`src/rtl/serial_adder_ctrl_pkg.sv`:
```
// Shared types and helpers for the bit-serial adder sequencer.
package serial_adder_ctrl_pkg;

    // Sequencer states; encodings are fixed so that debug probes read the same everywhere.
    typedef enum logic [1:0] {
        S_IDLE = 2'd0,
        S_RUN  = 2'd1,
        S_DONE = 2'd2
    } state_t;

    // Legal operand widths for the sequencer.
    localparam int WIDTH_MIN = 2;
    localparam int WIDTH_MAX = 32;

    // Bit-counter width: enough to index every operand bit, never narrower than one bit.
    function automatic int cnt_width(input int w);
        return (w > 1) ? $clog2(w) : 1;
    endfunction

endpackage

```
`src/rtl/serial_adder_ctrl_fa.sv`:
```
// Gate-level one-bit full-adder cell shared by every bit position of the serial add.
module serial_adder_ctrl_fa (
    output logic sum,
    output logic cout,
    input  logic a,
    input  logic b,
    input  logic cin
);

    logic axb;

    assign axb  = a ^ b;
    assign sum  = axb ^ cin;
    assign cout = (a & b) | (axb & cin);

endmodule

```
`src/rtl/serial_adder_ctrl.sv`:
```
// Bit-serial WIDTH-bit adder sequencer: one full-adder cell, LSB first, registered carry.
// Handshake: start accepted in IDLE, busy in RUN/DONE, one-cycle done pulse with result.
module serial_adder_ctrl
    import serial_adder_ctrl_pkg::*;
#(
    parameter int WIDTH = 8
) (
    input  logic             clk,
    input  logic             rst_n,
    input  logic             start,
    input  logic [WIDTH-1:0] a,
    input  logic [WIDTH-1:0] b,
    input  logic             cin,
    output logic             busy,
    output logic             done,
    output logic [WIDTH-1:0] sum,
    output logic             cout
);

    localparam int CNT_W = cnt_width(WIDTH);
    localparam logic [CNT_W-1:0] CNT_LAST = CNT_W'(WIDTH - 1);

    state_t           state_reg;
    state_t           state_next;
    logic [CNT_W-1:0] cnt_reg;
    logic             carry_reg;
    logic [WIDTH-1:0] a_sh_reg;
    logic [WIDTH-1:0] b_sh_reg;
    logic [WIDTH-1:0] s_sh_reg;
    logic [WIDTH-1:0] sum_reg;
    logic             cout_reg;
    logic             cell_sum;
    logic             cell_cout;
    logic             last_bit;

    // The single adder cell sees the current LSBs and the running carry.
    serial_adder_ctrl_fa u_fa (
        .sum  (cell_sum),
        .cout (cell_cout),
        .a    (a_sh_reg[0]),
        .b    (b_sh_reg[0]),
        .cin  (carry_reg)
    );

    assign last_bit = (cnt_reg == CNT_LAST);

    // State register; reset abandons any operation in flight.
    always_ff @(posedge clk or negedge rst_n) begin
        if (!rst_n) begin
            state_reg <= S_IDLE;
        end else begin
            state_reg <= state_next;
        end
    end

    // Next-state decode; any unexpected encoding falls back to IDLE.
    always_comb begin
        state_next = S_IDLE;
        case (state_reg)
            S_IDLE:  state_next = start ? S_RUN : S_IDLE;
            S_RUN:   state_next = last_bit ? S_DONE : S_RUN;
            S_DONE:  state_next = S_IDLE;
            default: state_next = S_IDLE;
        endcase
    end

    // Operand/partial-sum shifting, carry and bit counter.
    always_ff @(posedge clk or negedge rst_n) begin
        if (!rst_n) begin
            cnt_reg   <= '0;
            carry_reg <= 1'b0;
            a_sh_reg  <= '0;
            b_sh_reg  <= '0;
            s_sh_reg  <= '0;
        end else begin
            case (state_reg)
                S_IDLE: begin
                    if (start) begin
                        a_sh_reg  <= a;
                        b_sh_reg  <= b;
                        s_sh_reg  <= '0;
                        carry_reg <= cin;
                        cnt_reg   <= '0;
                    end
                end
                S_RUN: begin
                    a_sh_reg  <= {1'b0, a_sh_reg[WIDTH-1:1]};
                    b_sh_reg  <= {1'b0, b_sh_reg[WIDTH-1:1]};
                    s_sh_reg  <= {cell_sum, s_sh_reg[WIDTH-1:1]};
                    carry_reg <= cell_cout;
                    cnt_reg   <= cnt_reg + 1'b1;
                end
                S_DONE: begin
                end
                default: begin
                    cnt_reg   <= '0;
                    carry_reg <= 1'b0;
                    a_sh_reg  <= '0;
                    b_sh_reg  <= '0;
                    s_sh_reg  <= '0;
                end
            endcase
        end
    end

    // Result registers load with the last bit so they are already valid while done is high,
    // and otherwise hold until the next completion.
    always_ff @(posedge clk or negedge rst_n) begin
        if (!rst_n) begin
            sum_reg  <= '0;
            cout_reg <= 1'b0;
        end else if (state_reg == S_RUN && last_bit) begin
            sum_reg  <= {cell_sum, s_sh_reg[WIDTH-1:1]};
            cout_reg <= cell_cout;
        end
    end

    // Handshake outputs decode straight from the state register.
    always_comb begin
        busy = (state_reg == S_RUN) || (state_reg == S_DONE);
        done = (state_reg == S_DONE);
    end

    assign sum  = sum_reg;
    assign cout = cout_reg;

endmodule
```
`config.mk`:
```
export PLATFORM = sky130hd
export DESIGN_NAME = serial_adder_ctrl
export DESIGN_NICKNAME = d
export VERILOG_FILES = /design/src/rtl/serial_adder_ctrl_pkg.sv /design/src/rtl/serial_adder_ctrl_fa.sv /design/src/rtl/serial_adder_ctrl.sv
export SDC_FILE = /design/constraint.sdc
export NUM_CORES = 1
export LEC_CHECK = 0
export CAP_MARGIN = 10
export CORE_MARGIN = 8
export CORE_UTILIZATION = 55
export CTS_CLUSTER_DIAMETER = 200
export DETAILED_ROUTE_END_ITERATION = 7
export PLACE_DENSITY = 0.92
export REMOVE_ABC_BUFFERS = 1
export SLEW_MARGIN = 15
export SYNTH_ARGS = -nofsm -noshare
export SYNTH_HDL_FRONTEND = slang
export SYNTH_SLANG_ARGS = --single-unit
```
`constraint.sdc`:
```
create_clock -name clk -period 2.6 [get_ports clk]
set_input_delay 0.52 -clock clk [delete_from_list [all_inputs] [get_ports clk]]
set_output_delay 0.52 -clock clk [all_outputs]
set_load 0.01 [all_outputs]
```
==> summary.txt <==
Synthesis
  – Largest family of logic cells by synthesized area: compound AO/OA/AOI/OAI gates
  – Post-synthesis simple-gate area fraction: 5.07%
  – Synth top area share: 52.7%
  – Post-synth EDFFs: 0
  – Post-Syn Instances: 158
  – Synth Register Bits: 38
  – Compound-cell area share of the yosys netlist: 25.1%
  – Synthesized area per cell: 11.4 um2
  – Mux cell area share after synthesis: 5.62%
  – Top_reg_cell synth: dfrtp_1
  – Post-synth ARST share: 100%
  – Seq/Total Area, Yosys: 52.7%
  – Synth Cell Area: 1800 um2
  – Warnings, synthesis: 0
  – Xor/xnor cell area share of the yosys netlist: 0%
  – Top cell type by total area after synthesis: dfrtp_1
  – Largest cells by area after synthesis: dfrtp_1, o21ai_2, o21ai_0
  – Distinct cells, synth: 18
  – Adder-cell share of the synthesized area: 4.58%

Layout
  – Non-filler instance count after layout: 230
  – Final nets: 212
  – Fill cells: 242
  – Area Overhead vs Synth: 18.0%
  – ANT cells: 0
  – Final Instance Area: 2130 um2
  – Share of layout cells above drive strength 1: 22.0%
  – Final Util: 69.1%

Clocking
  – Hold_buf cts: 0
  – CTS resizes: 0
  – Root Buffer: clkbuf_4
  – H-tree Lvls: 2
  – Clock Latency Late Sink: 330 ps
  – CTS tree: done
  – Worst-path clk slew: 100 ps
  – CTS buffer count: 5
  – Post-CTS setup buffers: 0
  – Clk buf depth: 2
  – CTS sink cnt: 38

Routing
  – Drc violations: 0
  – Post-route ant nets: 0
  – WL met3: 283 um
  – DR vias/cell: 5.74
  – Routed met2 length: 1760 um
  – Drt wl/cell: 15.7 um
  – First-pass detailed-route iteration total: 4
  – Starting DRC count in detailed routing: 62
  – Top routing layer in use: met4
  – Drt total wl: 3610 um
  – Vias post-DR: 1320
  – Met1 wire length: 1510 um

Placement
  – Placer Congestion: 0.796
  – Port buffer count: 30
  – Placement Cell Area: 2080 um2
  – Placed Cells: 223
  – HPWL after DPL: 2570 um

Floorplanning
  – Die area: 5370 um2
  – I/O pin total: 31
  – Die width: 73.3 um
  – Core area: 3080 um2
  – Die span in y: 73.3 um
  – Starting Density: 58.6%
  – # rows: 20

Setup path
  – Reg2reg setup slack: 440 ps
  – Stages on worst setup path: 3
  – Critical Path Max Stage Delay: 660 ps
  – CP Max Fanout: 15
  – FF-to-FF Start: state_reg[0]$_DFF_PN0_
  – Reg2Reg Depth: 6
  – Worst Path Required: 2080 ps
  – Highest-delay cell along the critical path: clkdlybuf4s50_1
  – Top Family by Delay on Critical Path: buffers and inverters
  – Worst Setup Start Kind: flip-flop
  – CP Capture Type: primary output
  – Crit Path Class: flip-flop to primary output
  – CP bufs+invs: 2
  – Data arrival, critical path: 1910 ps
  – Critical path, cell by cell: inv_1 -> ha_1 -> clkdlybuf4s50_1
  – RR Endpoint: s_sh_reg[1]$_DFFE_PN0P_

Global routing
  – Vias in the first global route: 1410
  – Pin count of the biggest net entering global routing: 39
  – First-pass GRT wire length: 6390 um
  – Initial antenna violation count: 0
  – Tot GR Track Use: 15.4%
  – Grt ovf: 0

Timing
  – Worst-margin pin slew: 825 ps
  – F_max: 0.412 GHz
  – Slew HR: 45.0%
  – Final Hold Fails: 0
  – Final max-slew violation count: 0
  – Final Critical Period: 2430 ps
  – Final period util: 93.3%
  – RSZ-0062 raised after global routing: no
  – Worst Skew: 6.22 ps
  – Setup TNS: 0 ps
  – Setup violators final: 0

Power
  – Cell Pwr Density: 1030 nW/um2
  – Final Power: 2.19 mW
  – Worst vdd ir: 0.465 mV
  – Lkg Pwr: 0.933 nW

Outcome
  – Outcome: finished clean

Hold path
  – Hold WC Path Type: input port to async pin

Run
  – Max Cap Violations: 0
## cell usage after synthesis (2+ instances only)
cell and instances:
a22oi_1 15, buf_12 2, buf_6 3, clkbuf_1 8
dfrtp_1 38, ha_1 5, inv_1 4, mux2_2 9
nand2_1 13, nand3_1 2, o21ai_0 33, o21ai_2 20
## per-layer routing
metal  vias to the layer above  global-route usage [%]
met1                       642                    17.6
met3                         9                    6.12
li1                        620                       -
met4                         0                    6.00
met2                        49                    25.0
met5                         -                       0
## layout by cell type, fill, tap and decap left out
master	n
nand3_1	2
dfrtp_1	38
ha_1	5
nor2b_4	1
inv_1	4
clkdlybuf4s50_1	29
buf_4	5
mux2_2	9
nand2_1	13
clkbuf_1	2
clkbuf_4	5
a22oi_1	15
o21ai_2	20
o21ai_0	33
nand2b_1	1
nor2b_1	1
fa_1	1
or2_1	1
buf_2	1
## power breakdown
group	leakage, nW	switching (mW)	total (mW)	internal, mW
logic	0.425	0.465	0.938	0.473
clock network	0.0254	0.174	0.276	0.102
registers	0.483	0.136	0.973	0.837
## how the worst max path moves through the flow
| stage | start | to |
|---|---|---|
| 2_1_floorplan | state_reg[0]$_DFF_PN0_ | cnt_reg[0]$_DFFE_PN0P_ |
| 3_3_place_gp | start | s_sh_reg[3]$_DFFE_PN0P_ |
| 3_5_place_dp | state_reg[0]$_DFF_PN0_ | s_sh_reg[1]$_DFFE_PN0P_ |
| 4_1_cts | state_reg[0]$_DFF_PN0_ | done |
| 5_1_grt | state_reg[0]$_DFF_PN0_ | done |
| 6_report | state_reg[0]$_DFF_PN0_ | done |
## per-stage QoR
step,worst slack [ps],hold WS [ps]
final,173,276
after global placement,592,486
after global routing,35.6,322
after floorplan,129,224
after detailed placement,465,496
after CTS,146,285
## kinds of logic (layout without fill, tap and decap cells)
| logic type | after synthesis | count (layout) |
|---|---|---|
| AO/OA/AOI/OAI | 68 | 68 |
| flip-flops | 38 | 38 |
| AND/OR/NAND/NOR | 19 | 19 |
| buffers and inverters | 18 | 46 |
| multiplexers | 9 | 9 |
| adder cells (fa/ha/maj) | 6 | 6 |
## layout make-up
type / count / area (um2) / area share, %
inverter: 4 / 15.0 / 0.706
tap: 44 / 55.1 / 2.59
sequential: 38 / 951 / 44.7
clock buffer: 7 / 45.0 / 2.12
timing repair buffer: 35 / 333 / 15.6
multi-input combinational: 102 / 728 / 34.2
## worst reg2reg max path, cell delays in order, from the launching register on
cell	delay, ps
dfrtp_1	400
inv_1	80
ha_1	430
buf_4	280
or2_1	300
buf_4	360
o21ai_0	170
Power figures use the tool's default switching activity.
